### config.mk
export PLATFORM = sky130hd
export DESIGN_NAME = multicycle_control_fetch
export DESIGN_NICKNAME = d
export VERILOG_FILES = /design/src/rtl/multicycle_control_fetch.sv
export SDC_FILE = /design/constraint.sdc
export NUM_CORES = 1
export LEC_CHECK = 0
export CORE_UTILIZATION = 51
export CTS_BUF_LIST = sky130_fd_sc_hd__clkbuf_16
export DETAILED_ROUTE_END_ITERATION = 7
export DONT_BUFFER_PORTS = 1
export GPL_ROUTABILITY_DRIVEN = 0
export PLACE_DENSITY = 0.66
export SETUP_SLACK_MARGIN = 0.5
export SYNTH_ARGS = -nofsm -noshare
export SYNTH_HDL_FRONTEND = slang
export SYNTH_SLANG_ARGS = --single-unit
### constraint.sdc
create_clock -name clk -period 3.25 [get_ports clk]
set_clock_uncertainty 0.15 [all_clocks]
set_input_delay 0.4875 -clock clk [delete_from_list [all_inputs] [get_ports clk]]
set_output_delay 0.4875 -clock clk [all_outputs]
set_load 0.005 [all_outputs]
### src/rtl/multicycle_control_fetch.sv
// Multicycle fetch/control unit for the accumulator ISA.
// Owns the PC and instruction register, sequences FETCH/DECODE/EXEC/MEM/WB
// against one synchronous memory port and drives the datapath control strobes.
module multicycle_control_fetch #(
    parameter int                    DATA_WIDTH   = 16,
    parameter int                    ADDR_WIDTH   = 10,
    parameter int                    OPCODE_WIDTH = 6,
    parameter logic [ADDR_WIDTH-1:0] RESET_PC     = '0
) (
    input  logic                  clk,
    input  logic                  reset,
    input  logic                  stall,
    input  logic                  zero,
    input  logic [DATA_WIDTH-1:0] mem_rdata,
    output logic [ADDR_WIDTH-1:0] mem_addr,
    output logic                  mem_we,
    output logic [ADDR_WIDTH-1:0] pc,
    output logic [DATA_WIDTH-1:0] instr,
    output logic                  ALUSrc,
    output logic                  MemtoReg,
    output logic                  RegDst,
    output logic                  RegWrite,
    output logic                  MemRead,
    output logic                  MemWrite,
    output logic                  Branch,
    output logic                  halted,
    output logic                  instr_done
);

    localparam int IMM_W = DATA_WIDTH - OPCODE_WIDTH;
    // Common width for extending the operand before cutting it to an address.
    localparam int EXT_W = (IMM_W > ADDR_WIDTH) ? IMM_W : ADDR_WIDTH;

    localparam logic [OPCODE_WIDTH-1:0] OP_LOAD  = OPCODE_WIDTH'(6'h01);
    localparam logic [OPCODE_WIDTH-1:0] OP_STORE = OPCODE_WIDTH'(6'h02);
    localparam logic [OPCODE_WIDTH-1:0] OP_ADDI  = OPCODE_WIDTH'(6'h03);
    localparam logic [OPCODE_WIDTH-1:0] OP_BEQZ  = OPCODE_WIDTH'(6'h04);
    localparam logic [OPCODE_WIDTH-1:0] OP_HALT  = OPCODE_WIDTH'(6'h3F);

    typedef enum logic [2:0] {
        S_FETCH,
        S_DECODE,
        S_EXEC,
        S_MEM,
        S_WB,
        S_HALT
    } state_e;

    state_e                  state_q, state_d;
    logic [ADDR_WIDTH-1:0]   pc_q, pc_d;
    logic [DATA_WIDTH-1:0]   instr_q, instr_d;
    // Set while DECODE is stalled: the word on mem_rdata is then treated as
    // stale and the instruction is fetched again once the stall clears.
    logic                    refetch_q, refetch_d;

    logic [OPCODE_WIDTH-1:0] opcode;
    logic [IMM_W-1:0]        operand;
    logic [EXT_W-1:0]        operand_zext;
    logic [EXT_W-1:0]        operand_sext;
    logic [ADDR_WIDTH-1:0]   operand_addr;
    logic [ADDR_WIDTH-1:0]   branch_off;
    logic [ADDR_WIDTH-1:0]   pc_inc;
    logic [ADDR_WIDTH-1:0]   pc_branch;
    logic                    is_load, is_store, is_addi, is_beqz, is_halt;

    assign opcode       = instr_q[DATA_WIDTH-1 -: OPCODE_WIDTH];
    assign operand      = instr_q[IMM_W-1:0];
    assign operand_zext = EXT_W'(operand);
    assign operand_sext = EXT_W'($signed(operand));
    assign operand_addr = operand_zext[ADDR_WIDTH-1:0];
    assign branch_off   = operand_sext[ADDR_WIDTH-1:0];

    // PC arithmetic wraps modulo 2^ADDR_WIDTH by construction.
    assign pc_inc    = pc_q + ADDR_WIDTH'(1);
    assign pc_branch = pc_inc + branch_off;

    assign is_load  = (opcode == OP_LOAD);
    assign is_store = (opcode == OP_STORE);
    assign is_addi  = (opcode == OP_ADDI);
    assign is_beqz  = (opcode == OP_BEQZ);
    assign is_halt  = (opcode == OP_HALT);

    assign pc     = pc_q;
    assign instr  = instr_q;
    // The accumulator is always the destination register.
    assign RegDst = 1'b0;

    // Next-state, PC/IR update and control strobe decode.
    always_comb begin
        // NOTE: every output of this block gets a default before the case so
        // no path leaves a value unassigned, which would infer a latch.
        state_d    = state_q;
        pc_d       = pc_q;
        instr_d    = instr_q;
        refetch_d  = refetch_q;
        mem_addr   = pc_q;
        mem_we     = 1'b0;
        ALUSrc     = 1'b0;
        MemtoReg   = 1'b0;
        RegWrite   = 1'b0;
        MemRead    = 1'b0;
        MemWrite   = 1'b0;
        Branch     = 1'b0;
        halted     = 1'b0;
        instr_done = 1'b0;

        case (state_q)
            S_FETCH: begin
                if (!stall) begin
                    state_d = S_DECODE;
                end
            end

            S_DECODE: begin
                if (stall) begin
                    refetch_d = 1'b1;
                end else if (refetch_q) begin
                    refetch_d = 1'b0;
                    state_d   = S_FETCH;
                end else begin
                    instr_d = mem_rdata;
                    state_d = S_EXEC;
                end
            end

            S_EXEC: begin
                if (is_addi) begin
                    ALUSrc   = 1'b1;
                    RegWrite = 1'b1;
                end
                if (is_beqz) begin
                    Branch = 1'b1;
                end
                if (!stall) begin
                    if (is_load || is_store) begin
                        state_d = S_MEM;
                    end else if (is_halt) begin
                        state_d = S_HALT;
                    end else begin
                        pc_d       = (is_beqz && zero) ? pc_branch : pc_inc;
                        instr_done = 1'b1;
                        state_d    = S_FETCH;
                    end
                end
            end

            S_MEM: begin
                mem_addr = operand_addr;
                if (is_load) begin
                    MemRead = 1'b1;
                    if (!stall) begin
                        state_d = S_WB;
                    end
                end else begin
                    MemWrite = 1'b1;
                    if (!stall) begin
                        mem_we     = 1'b1;
                        pc_d       = pc_inc;
                        instr_done = 1'b1;
                        state_d    = S_FETCH;
                    end
                end
            end

            S_WB: begin
                MemtoReg = 1'b1;
                RegWrite = 1'b1;
                if (!stall) begin
                    pc_d       = pc_inc;
                    instr_done = 1'b1;
                    state_d    = S_FETCH;
                end
            end

            S_HALT: begin
                halted = 1'b1;
            end

            default: begin
                state_d = S_FETCH;
            end
        endcase
    end

    // State, PC, IR and refetch flag registers with asynchronous clear.
    always_ff @(posedge clk or negedge reset) begin
        // NOTE: state registers use non-blocking assignments so every flop
        // samples the pre-edge value regardless of statement order.
        if (!reset) begin
            state_q   <= S_FETCH;
            pc_q      <= RESET_PC;
            instr_q   <= '0;
            refetch_q <= 1'b0;
        end else begin
            state_q   <= state_d;
            pc_q      <= pc_d;
            instr_q   <= instr_d;
            refetch_q <= refetch_d;
        end
    end

endmodule

==> Word-level counts from Yosys, hierarchy flattened <==
Index checks and enable logic that the tools add are counted.
Widths: inputs -> output; s select.
{ "word_totals": {"word_cells": 70, "input_bits": 20, "regBits": 30, "output_inout_bits": 46} }
{ "classes": {"n_bitwise": 3, "addsub": 2, "reduce_logical": 7, "n_mux": 37, "n_eq_ne": 17} }
{ "op_table": {"columns": ["operator", "count"], "rows": [
  ["$mux 10", 7],
  ["$pmux 10 s3", 1],
  ["$mux 3", 8],
  ["$pmux 3 s6", 1],
  ["$mux 1", 17],
  ["$eq 6x2->1 const B", 2],
  ["$ne 2x2->1 const B", 6],
  ["$add 10x1->10 const B", 1],
  ["$add 10x10->10", 1],
  ["$reduce_and 5->1", 2],
  ["$eq 3x2->1 const B", 2],
  ["$eq 3x3->1 const B", 2],
  ["$eq 6x1->1 const B", 1],
  ["$eq 6x3->1 const B", 1],
  ["$eq 6x6->1 const B", 1],
  ["$eq 3x1->1 const B", 1],
  ["$logic_not 3->1", 1],
  ["$ne 3x3->1 const B", 1],
  ["$not 1->1", 3],
  ["$pmux 1 s3", 1],
  ["$reduce_and 3->1", 1],
  ["$reduce_bool 3->1", 1],
  ["$mux 2", 1],
  ["$pmux 1 s2", 1],
  ["2 further kinds", 2]
]} }

==> Depth between registers and ports, before layout <==
{ "logic_depth": {"word_depth": 7, "mapped_depth": 12, "mapped_depth_nobuf": 11} }

==> Worst setup path after synthesis <==
Ideal clock, no wire load.
{ "synth_path": {"path_type": "register to register", "from": "register pc_q[2], in the netlist pc[2]", "to": "register pc_q[9], in the netlist pc[9]", "period_less_slack_ps": 3019, "setup_time_ps": 76, "arrival_ps": 2793, "n_path_buf": 2, "t_required_ps": 3024, "slack_ps": 231, "path_stages_with_launch": 13, "cell_sequence": "dfrtp_1 and3_1 clkbuf_1 and3_1 xor2_1 ha_1 clkbuf_1 a211oi_1 nor2_1 or3_1 a31oi_1 mux2_1 o21ai_1"} }
{ "synth_between": {"elab_chain_cells": 7, "elab_cells_between_ends": 9, "cone_classes": "add/sub (2); mux (7)"} }
{ "synth_lines": {"columns": ["element", "line", "rtl"], "rows": [
  ["from (decl)", "50", "logic [ADDR_WIDTH-1:0] pc_q, pc_d;"],
  ["from (signal assigned)", "196", "pc_q <= pc_d;"],
  ["$add 10x1->10 (*)", "74", "assign pc_inc = pc_q + ADDR_WIDTH'(1);"],
  ["$add 10x10->10", "75", "assign pc_branch = pc_inc + branch_off;"],
  ["$mux 10", "140", "pc_d = (is_beqz && zero) ? pc_branch : pc_inc;"],
  ["$mux 10", "137", "end else if (is_halt) begin"],
  ["$mux 10", "135", "if (is_load || is_store) begin"],
  ["$mux 10", "134", "if (!stall) begin"],
  ["$pmux 10 s3 (*)", "107", "case (state_q)"]
]} }
Every way passes the cells marked *; elsewhere a longest branch is shown, timed or not. The select of a mux whose other input is x is not followed.
A chain may end at the register's enable or synchronous reset.

==> Worst setup path in the final report <==
{ "layout_path": {"from": "register pc_q[5], in the netlist pc[5]", "to": "register pc_q[9], in the netlist pc[9]"} }
Same word-level chain as after synthesis.

==> reports/summary.txt <==
R2R Path End: pc[9]
Critical Path, Cell by Cell: and3_4 > and3_4 > nand3_2 > xnor2_2 > ha_2 > nor2_2 > nor2_1 > a22oi_2 > a31oi_1 > mux2_1 > o21ai_1
Maximum fanout along the worst path: 6
Hold path cells: 1
CTS Buf Count: 5
Pleak: 1.16 nW
Cell taking the most area after synthesis: dfrtp_1
Slew @ Worst Pin: 0.725 ns
Vias per cell: 6.11
Yosys warnings: 0
Final worst-path cycle share: 84.0%
WP data arrival: 2.78 ns
Slowest-stage cell, CP: dfrtp_2
Met2 GRT Util: 37.5%
HP Class: primary input to flop
Crit end category: flop
RSZ-0062 raised after global routing: yes
Synthesized area: 2250 um2
M3 GR Usage: 4.93%
Final hold violations: 0
# Max-Cap Violations: 0
Grt ovf: 0
Post-synthesis sequential area ratio: 33.3%
Diode count: 0
Post-route ant nets: 0
Row cnt: 23
Crit-path max cell delay: 0.44 ns
Final Total Pwr: 3.22 mW
Status: finished clean
Vias: 1,877
Wirelength, routed: 5310 um
Number of setup violations in the final report: 0
Vias in the first global route: 1,708
Final worst setup slack: 0.520 ns
Initial Utilization: 54.8%
Max clock buf depth: 2
Maximum clock rate: 366 MHz
Critical path data required time: 3.30 ns
Placed cell count: 285
Worst R2R Start: pc[5]
Initial antenna violation count: 0
DIE AREA: 4690 um2
Synth top area cells: dfrtp_1 (33%), mux2_2 (13%), ha_1 (5.5%)
Largest delay contributor family on the critical path: simple AND/OR/NAND/NOR gates
Reg2reg setup slack: 0.52 ns
Area added between synthesis and finish: 24.5%
First-pass GRT wire length: 8160 um
Post-layout util: 68.2%
Non-Filler Instances: 307
DIE HEIGHT: 68.5 um
Worst Path Buf+Inv: 0
Async S/R FF share, synth: 100%
Clk sink count: 30
Most common cell in the netlist: dfrtp_1
Post-DP HPWL: 3560 um
Startpoint types: flop
WL/cell: 17.3 um
Rel. slew slack: 51.5%
Clk_lat worst skew: 0.27 ns
Crit path depth: 11
Depth of the most critical reg-to-reg path: 11
Peak VDD IR: 749 uV
Multi-input logic area: 1580 um2
Main synth FF type: dfrtp_1
Top Ports: 66
Share of layout cells above drive strength 1: 37.7%
Hold endpoint: state_q[2]
DRT Pass-1 Iters: 4
DRC viols: 0
Post-synth EDFFs: 0
Register area: 756 um2
Die width: 68.5 um
Net count, final: 287
Setup CP Type: flop to flop
Number of port buffers: 0
CTS H-tree lvls: 2
DRT iter0 DRCs: 109
Number of library cell types mapped by synthesis: 58
Root Driver: clkbuf_16
TNS Setup: 0 ns
Synth Register Bits: 30
Synth top area share: 33.3%
Fillers: 312
TritonCTS clock tree: yes
Met1 usage: 32.2%
Clock Pin Slew Worst Setup and Hold Paths: 0.05 ns
Post-synth top cells: dfrtp_1 (30), mux2_2 (26), nor2_1 (21)
Place WS: 0.321 ns
Core area: 4120 um2
Syn Area/Cell: 9.32 um2
Cells after synthesis: 242
Busiest grt layer: met2
Worst path most repeated cell: and3_4
Max-slew violations: 0
Total GRT Usage: 23.7%
Hold path startpoint: stall
Pwr per Cell Area: 1150 nW/um2
Largest net degree at the start of global routing: 31
Final Critical Period: 2.73 ns
Mapped Nets: 273
## worst max path at each step
stage / end / startpoint / slack, ns
final: pc[9] / pc[5] / 0.52
after global placement: pc[9] / pc[0] / 0.36
after detailed placement: pc[9] / pc[0] / 0.32
after CTS: pc[9] / pc[0] / 0.44
after global routing: pc[9] / pc[0] / 0.36
after floorplan: pc[9] / pc[2] / 0.41
## cell families after synthesis
group | after synthesis | share of synthesized area (%)
AOI/OAI and AO/OA | 56 | 17.9
DFF | 30 | 33.3
muxes | 28 | 13.9
adders and majority gates | 11 | 6.44
and+or+nand+nor | 81 | 18.6
buffers and inverters | 22 | 4.61
other | 1 | 0.166
xor gates and xnor gates | 13 | 5.05
## routing by layer
| metal | routed length [um] | vias to the layer above |
|---|---|---|
| met4 | 66 | 0 |
| li1 | - | 913 |
| met1 | 2340 | 896 |
| met5 | 0 | - |
| met3 | 299 | 8 |
| met2 | 2600 | 60 |
## state kept, by name, summed over array words and instances, names as in the netlist
register	cells
state_q	3
instr	16
refetch_q	1
pc	10
## final cells by class
cell class                 count  area share [%]
timing repair buffer          20            6.33
clock buffer                   5            4.46
tap                           50            2.23
multi-input combinational    190            56.4
inverter                       9            1.38
clock inverter                 3            2.27
sequential                    30            26.9
## where the power goes
| part | switching (mW) | internal, mW | total, mW | leakage (nW) |
|---|---|---|---|---|
| Combinational | 0.872 | 0.906 | 1.78 | 0.706 |
| Sequential | 0.295 | 0.548 | 0.844 | 0.365 |
| Clock | 0.162 | 0.436 | 0.598 | 0.0915 |
| Total | 1.33 | 1.89 | 3.22 | 1.16 |
## placed cells by master (no fill, tap or decap), types with 3 or more instances in the layout
cell       netlist  layout
o21ai_0         10       9
nor3_1           9       9
clkbuf_16        0       5
xnor2_2          0       3
xor2_1           8       6
inv_1            8       8
dfrtp_1         30      26
a21o_1           3       3
ha_4             0       3
mux2_2          26      26
nand3_1         12       9
dfrtp_2          0       4
nand2b_1         5       5
buf_4            2      17
o211ai_1         3       3
nand3_2          1       3
nor2_1          21      19
nor2_2           2       3
and3_4           0       4
nand2_1         12      12
or3_1            3       3
ha_1            10       6
a21oi_1         12      12
a31oi_2          2       3
## through the flow
| step | hold slack [ns] | area [um2] |
|---|---|---|
| floorplan | 0.0419 | 2280 |
| global placement | 0.0425 | 2300 |
| detailed placement | 0.0426 | 2300 |
| CTS | 0.175 | 2590 |
| global route | 0.188 | 2810 |
| finish | 0.182 | 2810 |
## timing repair
item / in CTS / in global routing
resized for setup: 14 / 22
hold buffers: 2 / 0
setup buffers: 2 / 10
setup endpoints to repair: 4 / 4
endpoints found under the hold margin: 30 / 0
pin swaps: 1 / 15
(Power assumes the default switching activity.)
